===== src/rtl/icache_dm.sv =====
// icache_dm: direct-mapped, read-only instruction cache.
// 8 lines x (valid, 25-bit tag, 4 x 32-bit words). A hit returns the word
// combinationally in the same cycle. A miss stalls the fetch port, requests
// the whole 128-bit line from memory and refills on the mem_ready pulse.
// The cycle after a refill re-evaluates the same address as a hit.
module icache_dm (
    input  logic         clk,
    input  logic         proc_reset,
    input  logic         proc_read,
    input  logic         proc_write,
    input  logic [29:0]  proc_addr,
    input  logic [31:0]  proc_wdata,
    output logic [31:0]  proc_rdata,
    output logic         proc_stall,
    output logic         mem_read,
    output logic         mem_write,
    output logic [27:0]  mem_addr,
    input  logic [127:0] mem_rdata,
    output logic [127:0] mem_wdata,
    input  logic         mem_ready
);

    typedef enum logic [0:0] {
        ST_IDLE = 1'b0,
        ST_MISS = 1'b1
    } state_t;

    state_t        r_state;
    logic [7:0]    r_valid;
    logic [24:0]   r_tag  [8];
    logic [127:0]  r_data [8];
    logic [27:0]   r_miss_addr;
    logic          r_mem_read;

    logic [2:0]    w_idx;
    logic [24:0]   w_tag;
    logic [1:0]    w_word;
    logic          w_tag_match;
    logic          w_in_idle;
    logic          w_miss;
    logic          w_refill;
    logic [2:0]    w_miss_idx;
    logic [127:0]  w_line;

    // The block is read-only: write data and write requests are never used.
    logic          w_unused_ok;
    assign w_unused_ok = ^{proc_write, proc_wdata};

    assign w_idx       = proc_addr[4:2];
    assign w_tag       = proc_addr[29:5];
    assign w_word      = proc_addr[1:0];
    assign w_miss_idx  = r_miss_addr[2:0];
    assign w_in_idle   = (r_state == ST_IDLE);
    assign w_tag_match = r_valid[w_idx] && (r_tag[w_idx] == w_tag);
    assign w_miss      = w_in_idle && proc_read && !w_tag_match;
    // Reset has priority: a mem_ready coinciding with reset must not refill.
    assign w_refill    = !proc_reset && (r_state == ST_MISS) && mem_ready;
    assign w_line      = r_data[w_idx];

    // Stall on the miss-detect cycle and for the whole refill.
    assign proc_stall  = w_miss || (r_state == ST_MISS);
    assign mem_read    = r_mem_read;
    assign mem_addr    = r_miss_addr;
    assign mem_write   = 1'b0;
    assign mem_wdata   = 128'h0;

    // Select the addressed word of the indexed line for the fetch port.
    always_comb begin
        proc_rdata = 32'h0;
        case (w_word)
            2'd0:    proc_rdata = w_line[31:0];
            2'd1:    proc_rdata = w_line[63:32];
            2'd2:    proc_rdata = w_line[95:64];
            2'd3:    proc_rdata = w_line[127:96];
            default: proc_rdata = 32'h0;
        endcase
    end

    // Control FSM: miss detection, miss address capture, memory request, valid bits.
    always_ff @(posedge clk) begin
        if (proc_reset) begin
            r_state     <= ST_IDLE;
            r_valid     <= 8'h00;
            r_miss_addr <= 28'h0;
            r_mem_read  <= 1'b0;
        end else begin
            case (r_state)
                ST_IDLE: begin
                    if (w_miss) begin
                        r_state     <= ST_MISS;
                        r_miss_addr <= proc_addr[29:2];
                        r_mem_read  <= 1'b1;
                    end else begin
                        r_mem_read  <= 1'b0;
                    end
                end
                ST_MISS: begin
                    if (mem_ready) begin
                        r_state             <= ST_IDLE;
                        r_valid[w_miss_idx] <= 1'b1;
                        r_mem_read          <= 1'b0;
                    end else begin
                        r_mem_read          <= 1'b1;
                    end
                end
                default: begin
                    r_state    <= ST_IDLE;
                    r_mem_read <= 1'b0;
                end
            endcase
        end
    end

    // Tag and data arrays: written only on refill, no reset needed.
    always_ff @(posedge clk) begin
        if (w_refill) begin
            r_tag[w_miss_idx]  <= r_miss_addr[27:3];
            r_data[w_miss_idx] <= mem_rdata;
        end
    end

endmodule


===== config.mk =====
export PLATFORM = sky130hd
export DESIGN_NAME = icache_dm
export DESIGN_NICKNAME = d
export VERILOG_FILES = /design/src/rtl/icache_dm.sv
export SDC_FILE = /design/constraint.sdc
export NUM_CORES = 1
export LEC_CHECK = 0
export ABC_AREA = 1
export BUFFER_PORTS_ARGS = -buffer_cell sky130_fd_sc_hd__buf_4
export CORE_MARGIN = 2
export CORE_UTILIZATION = 30
export CTS_BUF_LIST = sky130_fd_sc_hd__clkbuf_4 sky130_fd_sc_hd__clkbuf_8
export DETAILED_ROUTE_END_ITERATION = 12
export GPL_ROUTABILITY_DRIVEN = 0
export PLACE_DENSITY_LB_ADDON = 0.15
export REMOVE_ABC_BUFFERS = 1
export SLEW_MARGIN = 20
export SYNTH_ARGS = -nofsm -noshare
export SYNTH_HDL_FRONTEND = slang
export SYNTH_SLANG_ARGS = --single-unit
export TNS_END_PERCENT = 5

===== constraint.sdc =====
create_clock -name clk -period 20.8 [get_ports clk]
set_input_delay 4.16 -clock clk [delete_from_list [all_inputs] [get_ports clk]]
set_output_delay 4.16 -clock clk [all_outputs]
set_load 0.01 [all_outputs]

# Word level (Yosys, flattened, before mapping)
# Memories as Yosys holds them, arrays and structs flattened.
# Cells that the tools add are included.
# word_totals
regBits	37
mem_bits_rw	1224
output_inout_bits	191
memories	2
# mem_list
name	words	word_bits	rd	rd_clocked_by_memory_dff	write_ports	line_no	source
r_data	8	128	1	0	1	31	logic [127:0] r_data [8];
r_tag	8	25	1	0	1	30	logic [24:0] r_tag [8];
# classes
n_lt_le_gt_ge	3
n_eq_ne	4
muxes	10
bitwise	2
n_reduce_logical	12
# ops
operator	n
32-bit case mux with 4 select lines	1
25-bit == test	1
3-bit by 4-bit < comparator with 1-bit output (second input constant)	2
8-bit bitwise OR	1
1-bit logical AND	6
1-bit 2-to-1 mux	6
2-bit == test (second input constant)	2
2-bit AND reduction	2
1-bit binary-select mux with 3-bit select	1
1-bit demux with 3-bit select	1
3-bit by 1-bit >= comparator with 1-bit output (second input constant)	1
2-bit by 1-bit == test with 1-bit output (second input constant)	1
1-bit zero test	2
2-bit zero test	1
1-bit case mux with 2 select lines	1
1-bit logical OR	1
1-bit NOT	1

# Depth between registers and ports, before layout
# Gate-level depths: netlist (run 1).
# depth
word_depth	7
ltp_mapped	20
mapped_depth_nobuf	16

# Least setup slack after synthesis (run 1)
# OpenSTA, ideal clock, no wires.
# synth_timing
path_kind	input to register
from	input port mem_ready
to	memory r_data[0][0] (enable)
arrival_time_ns	10.960
path_slack_ns	9.171
cell_stages	4
n_path_buf	0
cell_sequence	inv_1 > nor3_1 > nand2_1 > nor2_1
# synth_between
elab_chain_len	3
# synth_lines
item	line_no	source
start, declared	20	input logic mem_ready
1-bit logical AND	57	assign w_refill = !proc_reset && (r_state == ST_MISS) && mem_ready;
1-bit 2-to-1 mux	116	if (w_refill) begin
1-bit 2-to-1 mux (implied by the code)	118	r_data[w_miss_idx] <= mem_rdata;
end, declared	31	
# Every way passes these cells.

# Final worst setup path (run 1)
# layout_timing
from	input port proc_addr[2]
to	output port proc_rdata[29]
# layout_between
elab_chain_len	2
# layout_lines
item	line_no	source
start, declared	11	input logic [29:0] proc_addr,
memory 8 x 128 bit	n/a	
32-bit case mux with 4 select lines	70	case (w_word)
end, declared	13	output logic [31:0] proc_rdata,
# Every way passes these cells.

==> flow_summary.json, run 1 <==
{
  "status": "finished clean",
  "worstSetupStartpointType": "input port",
  "synth_cells": 3925,
  "antenna_found_initial": 27,
  "synth.top_cell.area_share_pct": 72.7,
  "synth_flop_cell": "edfxtp_1",
  "clk_latency_ns": 0.94,
  "finalCritPeriodShare_pct": 60.5,
  "r2r-start": "mem_read",
  "maxSlewHeadroom_pct": 25.8,
  "clock_skew_ns": 0.0515,
  "power.density_nw_per_um2": 92.1,
  "drv_slew": 0,
  "dp_hpwl_mm": 68.6,
  "hold_slack_ns": 0.461,
  "cts_hold_buffers": 0,
  "yosysSeqAreaShare_pct": 74.1,
  "crit_fanout": 227,
  "grtUsageTotal_pct": 16.4,
  "die_area_um2": 172000,
  "ys_types": 23,
  "htree_levels": 4,
  "cp.required_ns": 16.64,
  "clk_pin_slew_ns": 0.05,
  "synth_edf_count": 1224,
  "synthTopCellsByCount": "edfxtp_1 (1,224), nor2_1 (688), o21ai_0 (532)",
  "tns_ns": 0,
  "crit_path_end_kind": "primary output",
  "maxCapViolations": 0,
  "wl_per_cell_um": 22.0,
  "grt_max_degree": 228,
  "fin_nets": 4344,
  "min_period_ns": 12.59,
  "cts_tree": "yes",
  "final_hold_viol_count": 0,
  "regToRegSetupSlack_ns": 16.42,
  "setup_viol": 0,
  "cts-root-buf": "clkbuf_8",
  "drt_wl_total_mm": 144,
  "cts_made_buffers": 217,
  "arrival_ns": 8.43,
  "postCtsResizedCells": 0,
  "drive_gt1_share_pct": 14.6,
  "via_per_inst": 4.83,
  "fp.dieH_um": 415,
  "post_cts_buffers": 0,
  "crit_path_start": "proc_addr[2]",
  "hold_path.class": "flip-flop to flip-flop",
  "grt_first_pass_wirelength_mm": 210,
  "worstSetupPathType": "input port to primary output",
  "cts_sinks": 1261,
  "drt-initial-drc-count": 1858,
  "chipWidth_um": 415,
  "drtPass1Iterations": 5,
  "tightest_slew_ns": 1.11,
  "syn_area_um2": 50600,
  "place_inst": 6134,
  "coreArea_um2": 167000,
  "critical_path.endpoint": "proc_rdata[29]",
  "ant_nets": 0,
  "synthArstFlopShare_pct": 0,
  "max_freq_mhz": 79.4,
  "syn2layout_area_growth_pct": 15.1,
  "crit-reg2reg-capture": "r_data[2][44]",
  "vdd_drop_max_mv": 0.0469,
  "vias": 31500,
  "reg2regPathDepth": 7,
  "clock_path_buffers": 3,
  "grt_pass1_vias": 31100,
  "synth_top_area_cell": "edfxtp_1",
  "rsz0062_at_grt": "false",
  "rows": 150,
  "leakage_nw": 19.7,
  "avgSynthCellArea_um2": 12.9,
  "ys_ff_latch": 1261,
  "grt_overflow": 0,
  "drcViolationCount": 0,
  "synth_most_common_cell": "edfxtp_1",
  "synth_warnings": 0,
  "initial_core_util_pct": 30.2,
  "fin_cells": 6522,
  "io_pins": 386,
  "portBuffers": 223,
  "synth_area_leaders": "edfxtp_1 (73%), o21ai_0 (5.3%), nor2_1 (5.1%)"
}
-- how the worst min path moves through the flow --
| stage | start | endpoint | cells past startpoint |
|---|---|---|---|
| final | r_valid[7] | r_valid[7] | 2 |
| after global routing | r_valid[5] | r_valid[5] | 2 |
| after CTS | r_valid[7] | r_valid[7] | 2 |
| after detailed placement | r_valid[1] | r_valid[1] | 2 |
| after global placement | r_valid[1] | r_valid[1] | 2 |
| after floorplan | r_valid[1] | r_valid[1] | 2 |
-- cell usage in the layout, fill, tap and decap left out, types with 33 or more instances in the layout --
| cell type | instances |
|---|---|
| nor2_1 | 677 |
| buf_4 | 261 |
| clkbuf_8 | 225 |
| conb_1 | 129 |
| inv_1 | 115 |
| o22ai_1 | 139 |
| nand2_1 | 326 |
| o211ai_1 | 71 |
| a21oi_1 | 33 |
| nand3_1 | 154 |
| clkbuf_4 | 77 |
| dfxtp_1 | 37 |
| o221ai_1 | 121 |
| clkinv_1 | 40 |
| o21ai_0 | 532 |
| edfxtp_1 | 1224 |
-- worst max-delay path: stages --
cell and delay, ns:
buf_8 0.58, buf_12 0.66, buf_4 0.73, buf_4 0.92
o21ai_0 0.22, o22ai_1 0.21, nor2_1 0.06, o2111ai_1 0.39
buf_4 0.20
-- metal layers --
| metal | track usage (%) | up-vias | wire [um] |
|---|---|---|---|
| met5 | 0 | - | 108 |
| met4 | 6.48 | 16 | 4260 |
| met3 | 3.19 | 255 | 6690 |
| met2 | 28.0 | 789 | 71100 |
| met1 | 20.3 | 15700 | 61600 |
| li1 | - | 14700 | - |
-- layout make-up --
| type | instances | area [um^2] |
|---|---|---|
| Antenna cell | 9 | 22.5 |
| Timing Repair Buffer | 272 | 2160 |
| Clock inverter | 77 | 541 |
| Inverter | 119 | 475 |
| Fill cell | 16400 | 109000 |
| Sequential cell | 1261 | 37500 |
| Tap cell | 2204 | 2760 |
| Multi-Input combinational cell | 2278 | 11100 |
| Clock buffer | 302 | 3670 |
-- registers in the layout, summed over array words and instances, names as in the netlist --
signal,cells
r_data,1024
r_tag,200
mem_addr,28
r_valid,8
mem_read,1
-- where the power goes --
group | switching, mW | internal [mW] | total, mW
sequential | 0.0142 | 2.81 | 2.82
clock | 1.03 | 1.19 | 2.21
combinational | 0.226 | 0.0998 | 0.326
total | 1.27 | 4.10 | 5.36
-- through the flow --
step                      total power, mW  util, %  setup slack (ns)  area (um^2)
after global placement               3.20     32.3              8.11        54000
after global routing                 5.58     34.8              7.83        58200
after detailed placement             3.21     32.3              8.10        54000
final                                5.36     34.8              8.21        58200
after floorplan                      3.02        -              7.72        48900
after CTS                            5.45     34.8              8.10        58200
-- cells by family after synthesis --
| family | synth area share [%] |
|---|---|
| other | 0.00741 |
| buffers and inverters | 5.11 |
| DFF | 74.1 |
| AOI/OAI and AO/OA | 11.7 |
| and+or+nand+nor | 9.08 |
Power figures use the tool's default switching activity.
==> run 2: changes to the inputs <==
==> constraint.sdc (replaced) <==
create_clock -name clk -period 11.7 [get_ports clk]
set_input_delay 2.34 -clock clk [delete_from_list [all_inputs] [get_ports clk]]
set_output_delay 2.34 -clock clk [all_outputs]
set_load 0.01 [all_outputs]
==> flow_summary.json, run 2 (synthesis gave the netlist of run 1 again) <==
{
  "dp_hpwl_mm": 66.2,
  "syn2layout_area_growth_pct": 14.9,
  "crit_path_end_kind": "primary output",
  "max_freq_mhz": 123,
  "portBuffers": 223,
  "p_switching_mw": 2.23,
  "drive_gt1_share_pct": 14.3,
  "pwr-share-comb_pct": 6.1,
  "drcViolationCount": 0,
  "via_per_inst": 4.81,
  "cts-root-buf": "clkbuf_8",
  "chipWidth_um": 415,
  "clk_latency_ns": 0.96,
  "antenna_found_initial": 29,
  "status": "finished clean",
  "dp_slack_ns": 3.55,
  "drt_wl_total_mm": 143,
  "clk_pin_slew_ns": 0.06,
  "wl_per_cell_um": 22.0,
  "initial_core_util_pct": 30.2,
  "r2r-start": "mem_read",
  "drtPass1Iterations": 5,
  "vdd_drop_max_mv": 0.0970,
  "maxSlewHeadroom_pct": 30.7,
  "grt_max_degree": 260,
  "vias": 31300,
  "cts_tree": "yes",
  "min_period_ns": 8.11,
  "place_inst": 6126,
  "final_common_cell": "edfxtp_1",
  "die_area_um2": 172000,
  "clockPowerShare_pct": 40.9,
  "cts_made_buffers": 213,
  "arrival_ns": 5.77,
  "fin_ws_ns": 3.59,
  "postCtsResizedCells": 0,
  "worstSetupStartpointType": "input port",
  "power.density_nw_per_um2": 163,
  "regMostFlops": "r_data",
  "htree_levels": 4,
  "drv_slew": 0,
  "cp.required_ns": 9.36,
  "finalCritPeriodShare_pct": 69.3,
  "post_cts_buffers": 0,
  "finalPower_mw": 9.46,
  "p_int_mw": 7.23,
  "p_seq_share_pct": 53.0,
  "coreArea_um2": 167000,
  "min_from": "r_valid[5]",
  "rows": 150,
  "ant_nets": 0,
  "clock_path_buffers": 3,
  "worstSetupPathType": "input port to primary output",
  "crit_fanout": 259,
  "hold_path.class": "flip-flop to flip-flop",
  "fp.dieH_um": 415,
  "tns_ns": 0,
  "clock_skew_ns": 0.0621,
  "io_pins": 386,
  "setup_viol": 0,
  "maxCapViolations": 0,
  "drt-initial-drc-count": 1717,
  "final_hold_viol_count": 0,
  "largest_register_ffs": 1024,
  "cts_sinks": 1261,
  "leakage_nw": 19.6,
  "switching_share_pct": 23.6,
  "grtUsageTotal_pct": 16.3,
  "grt_first_pass_wirelength_mm": 209,
  "grt_overflow": 0,
  "layout_common_cells": "edfxtp_1 (1,224), nor2_1 (677), o21ai_0 (532), nand2_1 (326), buf_4 (247)",
  "grt_pass1_vias": 31100,
  "crit_path_start": "proc_addr[2]",
  "cts_hold_buffers": 0,
  "fin_cells": 6507,
  "rsz0062_at_grt": "false",
  "fin_nets": 4333,
  "tightest_slew_ns": 1.04
}
run 2: changes by cell type in the layout (fill, tap and decap cells not counted), sizes merged:
cell      before  now
clkbuf       302  312
buf          272  265
clkinv        62   46
diode          9    7
clkinvlp       3    1
bufinv         4    2
inv          127  131
run 2: worst paths after layout:
kind	endpoint	slack [ns]	cells past startpoint
max	proc_stall	3.59	17
min	r_valid[5]	0.46	2
max reg2reg	r_data[6][44]	7.87	6
min reg2reg	r_valid[5]	0.46	2
run 2: area by class of cell:
cell class,count,area [um^2]
fillers,16500,109000
flip-flops and latches,1261,37500
multi-input cells,2278,11100
clock buffers,312,3690
well taps,2204,2760
repair buffers,265,2200
inverters,119,475
clock inverters,61,430
diodes,7,17.5
run 2: stage by stage:
stage	hold slack [ns]	instance area (um^2)	utilization, %
6_report	0.462	58100	34.8
2_1_floorplan	0.429	48900	-
4_1_cts	0.463	58100	34.7
3_3_place_gp	0.439	54000	32.3
3_5_place_dp	0.448	54000	32.3
5_1_grt	0.486	58100	34.8
run 2: worst max-delay path, stage by stage:
cell and delay (ns):
buf_8 0.22, inv_16 0.73, buf_12 0.51, nand2_1 0.12, nand2_1 0.09, nand2_1 0.05, nand3_1 0.13, nand2_1 0.07
nand2_1 0.05, nand2_1 0.04, nor2_1 0.18, nand2_1 0.10, nor2_1 0.29, nand3_2 0.14, nand2_1 0.10, nand2_1 0.07
buf_4 0.14
run 2: metal layers:
metal | GRT usage (%) | wire, um | vias to the layer above
met4 | 6.43 | 4350 | 18
met3 | 3.14 | 6690 | 292
li1 | - | - | 14600
met1 | 20.2 | 60900 | 15600
met5 | 0 | 96 | -
met2 | 28.0 | 71000 | 785
run 2: power by group through the flow:
| stage | combinational [mW] | sequential [mW] | clock (mW) |
|---|---|---|---|
| finish | 0.578 | 5.01 | 3.87 |
| global route | 0.646 | 5.02 | 4.19 |
| CTS | 0.593 | 5.01 | 4.01 |
| detailed placement | 0.592 | 5.11 | 0 |
| global placement | 0.591 | 5.11 | 0 |
| floorplan | 0.265 | 5.11 | 0 |
